`src/rtl/boot_bus_arbiter.sv`:
```
// Shares the AHB-Lite memory port between the SPI boot loader (M0) and the core (M1),
// sequencing core bring-up and running a boot watchdog.
module boot_bus_arbiter #(
    parameter logic [23:0] BOOT_TIMEOUT = 24'd6000000,
    parameter logic [7:0]  RST_HOLD     = 8'd16
) (
    input  logic        clk,
    input  logic        reset,
    input  logic        ldr_done,
    input  logic [31:0] ldr_haddr,
    input  logic [1:0]  ldr_htrans,
    input  logic        ldr_hwrite,
    input  logic [2:0]  ldr_hsize,
    input  logic [31:0] ldr_hwdata,
    output logic        ldr_hready,
    input  logic [31:0] core_haddr,
    input  logic [1:0]  core_htrans,
    input  logic        core_hwrite,
    input  logic [2:0]  core_hsize,
    input  logic [31:0] core_hwdata,
    output logic        core_hready,
    output logic [31:0] core_hrdata,
    output logic [31:0] m_haddr,
    output logic [1:0]  m_htrans,
    output logic        m_hwrite,
    output logic [2:0]  m_hsize,
    output logic [31:0] m_hwdata,
    input  logic        m_hready,
    input  logic [31:0] m_hrdata,
    output logic        core_rst,
    output logic        boot_err,
    output logic        boot_busy
);

    typedef enum logic [1:0] {
        ST_BOOT    = 2'd0,
        ST_DRAIN   = 2'd1,
        ST_RELEASE = 2'd2,
        ST_RUN     = 2'd3
    } state_e;

    typedef enum logic [1:0] {
        OWN_M0   = 2'd0,
        OWN_M1   = 2'd1,
        OWN_NONE = 2'd2
    } owner_e;

    localparam logic [7:0]  HOLD_LAST = (RST_HOLD == 8'd0) ? 8'd0 : RST_HOLD - 8'd1;
    localparam logic [23:0] WDOG_LAST = BOOT_TIMEOUT - 24'd1;
    localparam logic [23:0] WDOG_MAX  = 24'hFF_FFFF;

    state_e      state_q, state_d;
    owner_e      dph_owner_q, dph_owner_d;
    owner_e      aph_owner;
    logic        data_active_q, data_active_d;
    logic [23:0] wdog_q, wdog_d;
    logic [7:0]  hold_q, hold_d;
    logic        core_rst_q, core_rst_d;
    logic        boot_err_q, boot_err_d;
    logic        boot_busy_q, boot_busy_d;
    logic        wdog_expired;

    // Address-phase ownership follows the bring-up state; data phase lags by one accepted transfer
    always_comb begin
        aph_owner   = OWN_NONE;
        m_haddr     = core_haddr;
        m_hwrite    = core_hwrite;
        m_hsize     = core_hsize;
        m_htrans    = 2'b00;
        case (state_q)
            ST_BOOT: aph_owner = OWN_M0;
            ST_RUN:  aph_owner = OWN_M1;
            default: aph_owner = OWN_NONE;
        endcase
        if (aph_owner == OWN_M0) begin
            m_haddr  = ldr_haddr;
            m_htrans = ldr_htrans;
            m_hwrite = ldr_hwrite;
            m_hsize  = ldr_hsize;
        end else if (aph_owner == OWN_M1) begin
            m_haddr  = core_haddr;
            m_htrans = core_htrans;
            m_hwrite = core_hwrite;
            m_hsize  = core_hsize;
        end
        m_hwdata    = (dph_owner_q == OWN_M1) ? core_hwdata : ldr_hwdata;
        ldr_hready  = (aph_owner == OWN_M0 || dph_owner_q == OWN_M0) ? m_hready : 1'b1;
        core_hready = (state_q == ST_RUN) ? m_hready : 1'b0;
        core_hrdata = m_hrdata;
    end

    assign wdog_expired = (BOOT_TIMEOUT != 24'd0) && (wdog_q == WDOG_LAST);

    // Bring-up sequencer: next state, counters and registered status
    always_comb begin
        state_d       = state_q;
        dph_owner_d   = dph_owner_q;
        data_active_d = data_active_q;
        wdog_d        = wdog_q;
        hold_d        = hold_q;
        boot_err_d    = boot_err_q;

        if (m_hready) begin
            dph_owner_d   = aph_owner;
            data_active_d = m_htrans[1];
        end

        case (state_q)
            ST_BOOT: begin
                if (wdog_q != WDOG_MAX) wdog_d = wdog_q + 24'd1;
                if (ldr_done) begin
                    state_d = ST_DRAIN;
                end else if (wdog_expired) begin
                    boot_err_d = 1'b1;
                    state_d    = ST_DRAIN;
                end
            end
            ST_DRAIN: begin
                if (!data_active_q && m_hready) begin
                    hold_d  = 8'd0;
                    state_d = ST_RELEASE;
                end
            end
            ST_RELEASE: begin
                if (hold_q == HOLD_LAST) state_d = ST_RUN;
                else                     hold_d  = hold_q + 8'd1;
            end
            ST_RUN: begin
                state_d = ST_RUN;
            end
        endcase

        core_rst_d  = (state_d != ST_RUN);
        boot_busy_d = (state_d != ST_RUN);
    end

    always_ff @(posedge clk) begin
        if (reset) begin
            state_q       <= ST_BOOT;
            dph_owner_q   <= OWN_M0;
            data_active_q <= 1'b0;
            wdog_q        <= 24'd0;
            hold_q        <= 8'd0;
            core_rst_q    <= 1'b1;
            boot_err_q    <= 1'b0;
            boot_busy_q   <= 1'b1;
        end else begin
            state_q       <= state_d;
            dph_owner_q   <= dph_owner_d;
            data_active_q <= data_active_d;
            wdog_q        <= wdog_d;
            hold_q        <= hold_d;
            core_rst_q    <= core_rst_d;
            boot_err_q    <= boot_err_d;
            boot_busy_q   <= boot_busy_d;
        end
    end

    assign core_rst  = core_rst_q;
    assign boot_err  = boot_err_q;
    assign boot_busy = boot_busy_q;

endmodule

```
`config.mk`:
```
export PLATFORM = sky130hd
export DESIGN_NAME = boot_bus_arbiter
export DESIGN_NICKNAME = d
export VERILOG_FILES = /design/src/rtl/boot_bus_arbiter.sv
export SDC_FILE = /design/constraint.sdc
export NUM_CORES = 1
export LEC_CHECK = 0
export ABC_CLOCK_PERIOD_IN_PS = 2540
export CAP_MARGIN = 15
export CORE_AREA = 2 2 108 110
export DETAILED_ROUTE_END_ITERATION = 6
export DIE_AREA = 0 0 110 112
export PLACE_DENSITY = 0.71
export SLEW_MARGIN = 20
export SYNTH_ARGS = -nofsm -noshare
export SYNTH_HDL_FRONTEND = slang
export SYNTH_SLANG_ARGS = --single-unit
```
`constraint.sdc`:
```
create_clock -name clk -period 2.54 [get_ports clk]
set_input_delay 0.508 -clock clk [delete_from_list [all_inputs] [get_ports clk]]
set_output_delay 0.508 -clock clk [all_outputs]
set_load 0.05 [all_outputs]
```
=== Word level (Yosys, flattened, before mapping) ===
Cells that the tools add are included.

* Bitwise gates (word level): 1
* Equal/unequal tests: 11
* Reduce and logical (&&, ||, !) cells: 10
* $add $sub $neg: 2
* Muxes and demuxes: 17

{| class="wikitable"
|+ Operator list
! cell !! count
|-
| $mux 32 || 2
|-
| $add 24x1->24 const B || 1
|-
| $eq 24x23->1 const B || 1
|-
| $ne 24x24->1 const B || 1
|-
| $mux 8 || 2
|-
| $pmux 8 s2 || 1
|-
| $mux 2 || 6
|-
| $add 8x1->8 const B || 1
|-
| $eq 8x4->1 const B || 1
|-
| $pmux 2 s4 || 1
|-
| $eq 2x1->1 const B || 3
|-
| $logic_not 2->1 || 3
|-
| $ne 2x2->1 const B || 3
|-
| $reduce_and 3->1 || 2
|-
| $eq 2x2->1 const B || 2
|-
| $pmux 2 s2 || 1
|-
| $mux 1 || 3
|-
| $mux 3 || 1
|-
| $reduce_and 2->1 || 1
|-
| $reduce_bool 2->1 || 1
|-
| $logic_and 1x1->1 || 1
|-
| $logic_not 1->1 || 1
|-
| $logic_or 1x1->1 || 1
|-
| $not 1->1 || 1
|}

* Word-level logic and storage cells: 48
* Output and inout port bits: 107
* Register bits after elaboration: 39
* Input bits: 176

=== Logic depth before layout (Yosys ltp) ===
* Word-level depth: 5
* Gate-level depth with buffers: 7
* Depth with buffers taken out: 7

=== Worst setup path after synthesis ===
No wires, ideal clock.

* Path type: flip-flop to output port
* From: register state_q[0]
* To: output m_htrans[0]
* Buffers on the path: 2
* Cell stages (with the launch flop): 6
* Arrival: 2.273 ns
* Slack: -0.241 ns
* Required time: 2.032 ns
* Cells stage by stage: dfxtp_1 -> inv_1 -> ha_1 -> clkbuf_1 -> clkbuf_1 -> o21ai_0

* Word-level cells in the longest chain between the ends: 5
* Elaborated cells between the ends (all ways): 7
* Classes of those cells: eq/ne (2); mux (3); reduce/logical (2)

{| class="wikitable"
|+ RTL lines
! element !! line !! source
|-
| start: declaration || 52 || <nowiki>state_e state_q, state_d;</nowiki>
|-
| start signal: assignment || 148 || <nowiki>state_q <= state_d;</nowiki>
|-
| $eq 2x2->1 / $logic_not 2->1 (equally long branches) || 70 || <nowiki>case (state_q)</nowiki>
|-
| $pmux 2 s2 * || 70 ||
|-
| $eq 2x1->1 || 80 || <nowiki>end else if (aph_owner == OWN_M1) begin</nowiki>
|-
| $mux 2 || 80 ||
|-
| $mux 2 * || 75 || <nowiki>if (aph_owner == OWN_M0) begin</nowiki>
|-
| end: declaration || 24 || <nowiki>output logic [1:0] m_htrans,</nowiki>
|}

Every way passes the cells marked *; elsewhere a longest branch is shown, timed or not.

=== Worst setup path after layout ===
* From: register state_q[0]
* To: output m_haddr[9]

* Word-level cells in the longest chain between the ends: 4
* Elaborated cells between the ends (all ways): 5
* Classes of those cells: eq/ne (1); mux (2); reduce/logical (2)

{| class="wikitable"
|+ RTL lines
! element !! line !! source
|-
| $eq 2x2->1 / $logic_not 2->1 (equally long branches) || 70 ||
|-
| $pmux 2 s2 * || 70 ||
|-
| $logic_not 2->1 * || 75 ||
|-
| $mux 32 * || 75 ||
|-
| end: declaration || 23 || <nowiki>output logic [31:0] m_haddr,</nowiki>
|}

Marks and branches as above.

==> reports/results.txt <==
Hold Violations, Final: 0
area share of fa/ha/maj cells after synthesis: 0.0280
CTS resizes: 0
most common library cell in the layout ignoring fill and taps: clkdlybuf4s50_1
Worst Hold Slack: 0.476 ns
cell area after placement: 5140 um^2
Root Driver: clkbuf_16
RePlAce Congestion: 0.872
leading area contributor after synthesis: dfxtp_1
CTS tree: done
n_diodes: 0
WL per Instance: 17.2 um
max_cap viols: 0
Post-Syn Area per Cell: 8.84 um^2
core area: 11200 um^2
Fin Clk Skew: 0.00489 ns
Top FF cell, synth: dfxtp_1
main combinational cell family by area after synthesis: multiplexers
total CTS buffers: 5
pin slew with the least headroom to its limit: 0.673 ns
Fillers: 1053
setup TNS: 0 ns
Worst slew margin: 0.546
top cell type's share of synthesized area: 0.250
vias in the first global route: 3470
post-synthesis cell type count: 48
pwr/cell area: 620 nW/um^2
Clk Latency, worst-skew pair: 0.28 ns
1st-pass router iterations: 4
clock slew at reported path FFs: 0.06 ns
DRC: 0
grt ovf: 0
CTS Hold Bufs: 0
complex-gate fraction of the synthesized area: 0.0872
outcome: complete, no violations
most frequent cells in the layout: 146 x clkdlybuf4s50_1, 80 x buf_4, 69 x mux2_2
DR iter-0 viols: 152
CP Class: flip-flop to primary output
antenna viol nets, final: 0
clock sinks: 39
min cycle time layout: 2.40 ns
CTS H-tree depth: 2
nets@finish: 725
final WL: 11800 um
yosys warns: 0
via count: 3353
ratio of cells with drive above 1 in the final layout: 0.319
# port buffers: 218
CP required: 2.03 ns
final instance area: 5300 um^2
EDFF count, synth: 0
multiplexer area fraction after synthesis: 0.261
FFs w/ async S/R, synth: 0
worst hold-check path type: flip-flop to flip-flop
setup violators final: 0
Total GRT Usage: 0.184
Synth Cell Area: 3130 um^2
Tcrit/Tclk final: 0.945
FMAX: 0.416 GHz
width of the chip: 110 um
VDD IR-drop max: 0.000479 V
initial antenna violation count: 0
Max Transition Viols Final: 0
Site Rows: 39
post-synthesis xor/xnor area fraction: 0.0392
largest net degree at the start of global routing: 33
Post-Syn Instances: 354
Worst Setup Start Kind: flip-flop
Worst setup EP type: primary output
Synth area leaders: dfxtp_1 25%, mux2_2 25%, buf_4 8.2%
sequential area share after synthesis: 0.250
Synth Area in Simple Gates: 0.224
RSZ-0062 raised after global routing: no
starting density of the core: 0.280
Die Height: 112 um
via-per-instance ratio: 4.89
setup ws final: 0.139 ns
# IOs: 283
#FFs+latches synth: 39
first-pass GRT wire length: 17500 um
Setup Fix Bufs, Post-CTS: 0
CP Max Fanout: 23
Leak: 2.05 nW
synthesized netlist net count: 537
DIE AREA: 12300 um^2
detailed placement HPWL: 9870 um
Finished Layout Cells: 686
post-place setup slack: 0.319 ns
CP arrival: 1.89 ns
DP Cell Count: 678
synthesis-to-layout area growth: 69.3%
CTS Buffer Depth: 2
==> per-stage QoR <==
| step | utilization | power (mW) |
|---|---|---|
| final | 0.474 | 3.29 |
| after global routing | 0.474 | 3.43 |
| after floorplan | - | 2.09 |
| after CTS | 0.473 | 3.29 |
| after detailed placement | 0.460 | 2.67 |
| after global placement | 0.460 | 2.63 |
==> per-layer routing <==
metal / GRT usage / vias up / wire [um]
li1: - / 1617 / -
met1: 0.196 / 1537 / 4170
met2: 0.351 / 180 / 6290
met3: 0.0480 / 19 / 1130
met4: 0.0439 / 0 / 181
met5: 0 / - / 0
==> power by group <==
part	switching (mW)	leakage (nW)	internal, mW	total [mW]
Combinational	1.15	1.67	0.827	1.98
Clock	0.257	0.0658	0.362	0.618
Sequential	0.0395	0.315	0.651	0.690
Total	1.45	2.05	1.84	3.29
==> state kept, by name (all words and copies together), names as in the netlist <==
name / count
state_q: 2
wdog_q: 24
boot_busy: 1
boot_err: 1
data_active_q: 1
dph_owner_q: 2
hold_q: 8
==> Yosys cell counts, types with 2 or more instances <==
cell,count
mux2i_1,3
buf_4,34
nand2_1,25
nor2_1,27
xnor2_1,5
nand2b_1,3
mux2_2,69
a211oi_1,3
and3_1,4
and4_1,3
xor2_1,9
nand3_1,11
inv_1,9
nor3_1,3
o31ai_1,4
or3_1,4
nor2b_1,6
buf_1,6
nor4_1,5
nand4_1,8
a21oi_1,12
o21ai_0,10
clkbuf_1,8
dfxtp_1,39
or4_1,10
and2_1,4
ha_1,7
a41oi_1,2
nor4_2,2
==> critical path: stages (launching register included) <==
cell	delay, ns
dfxtp_1	0.36
inv_1	0.17
ha_4	0.30
buf_12	0.21
mux2_2	0.36
buf_4	0.19
==> kinds of logic after synthesis <==
logic type                 count (synthesis)
AOI/OAI and AO/OA                         40
xor gates and xnor gates                  14
adders and majority gates                  7
buffers and inverters                     58
DFF                                       39
muxes                                     73
and+or+nand+nor                          123
==> worst paths after layout <==
| check | slack, ns | cells after the start | start | endpoint |
|---|---|---|---|---|
| max | 0.14 | 5 | state_q[0] | m_haddr[9] |
| min | 0.48 | 2 | data_active_q | data_active_q |
| max reg2reg | 0.40 | 6 | wdog_q[0] | wdog_q[1] |
| min reg2reg | 0.48 | 2 | data_active_q | data_active_q |
==> area by class of cell <==
cell class / instances / area (um^2) / area share
Tap cell: 143 / 179 / 0.0338
Timing Repair Buffer: 230 / 2140 / 0.404
Clock buffer: 5 / 125 / 0.0236
Clock inverter: 3 / 20.0 / 0.00378
Inverter: 9 / 33.8 / 0.00638
Multi-Input combinational cell: 257 / 2020 / 0.381
Sequential cell: 39 / 781 / 0.147
(Power assumes the default switching activity.)
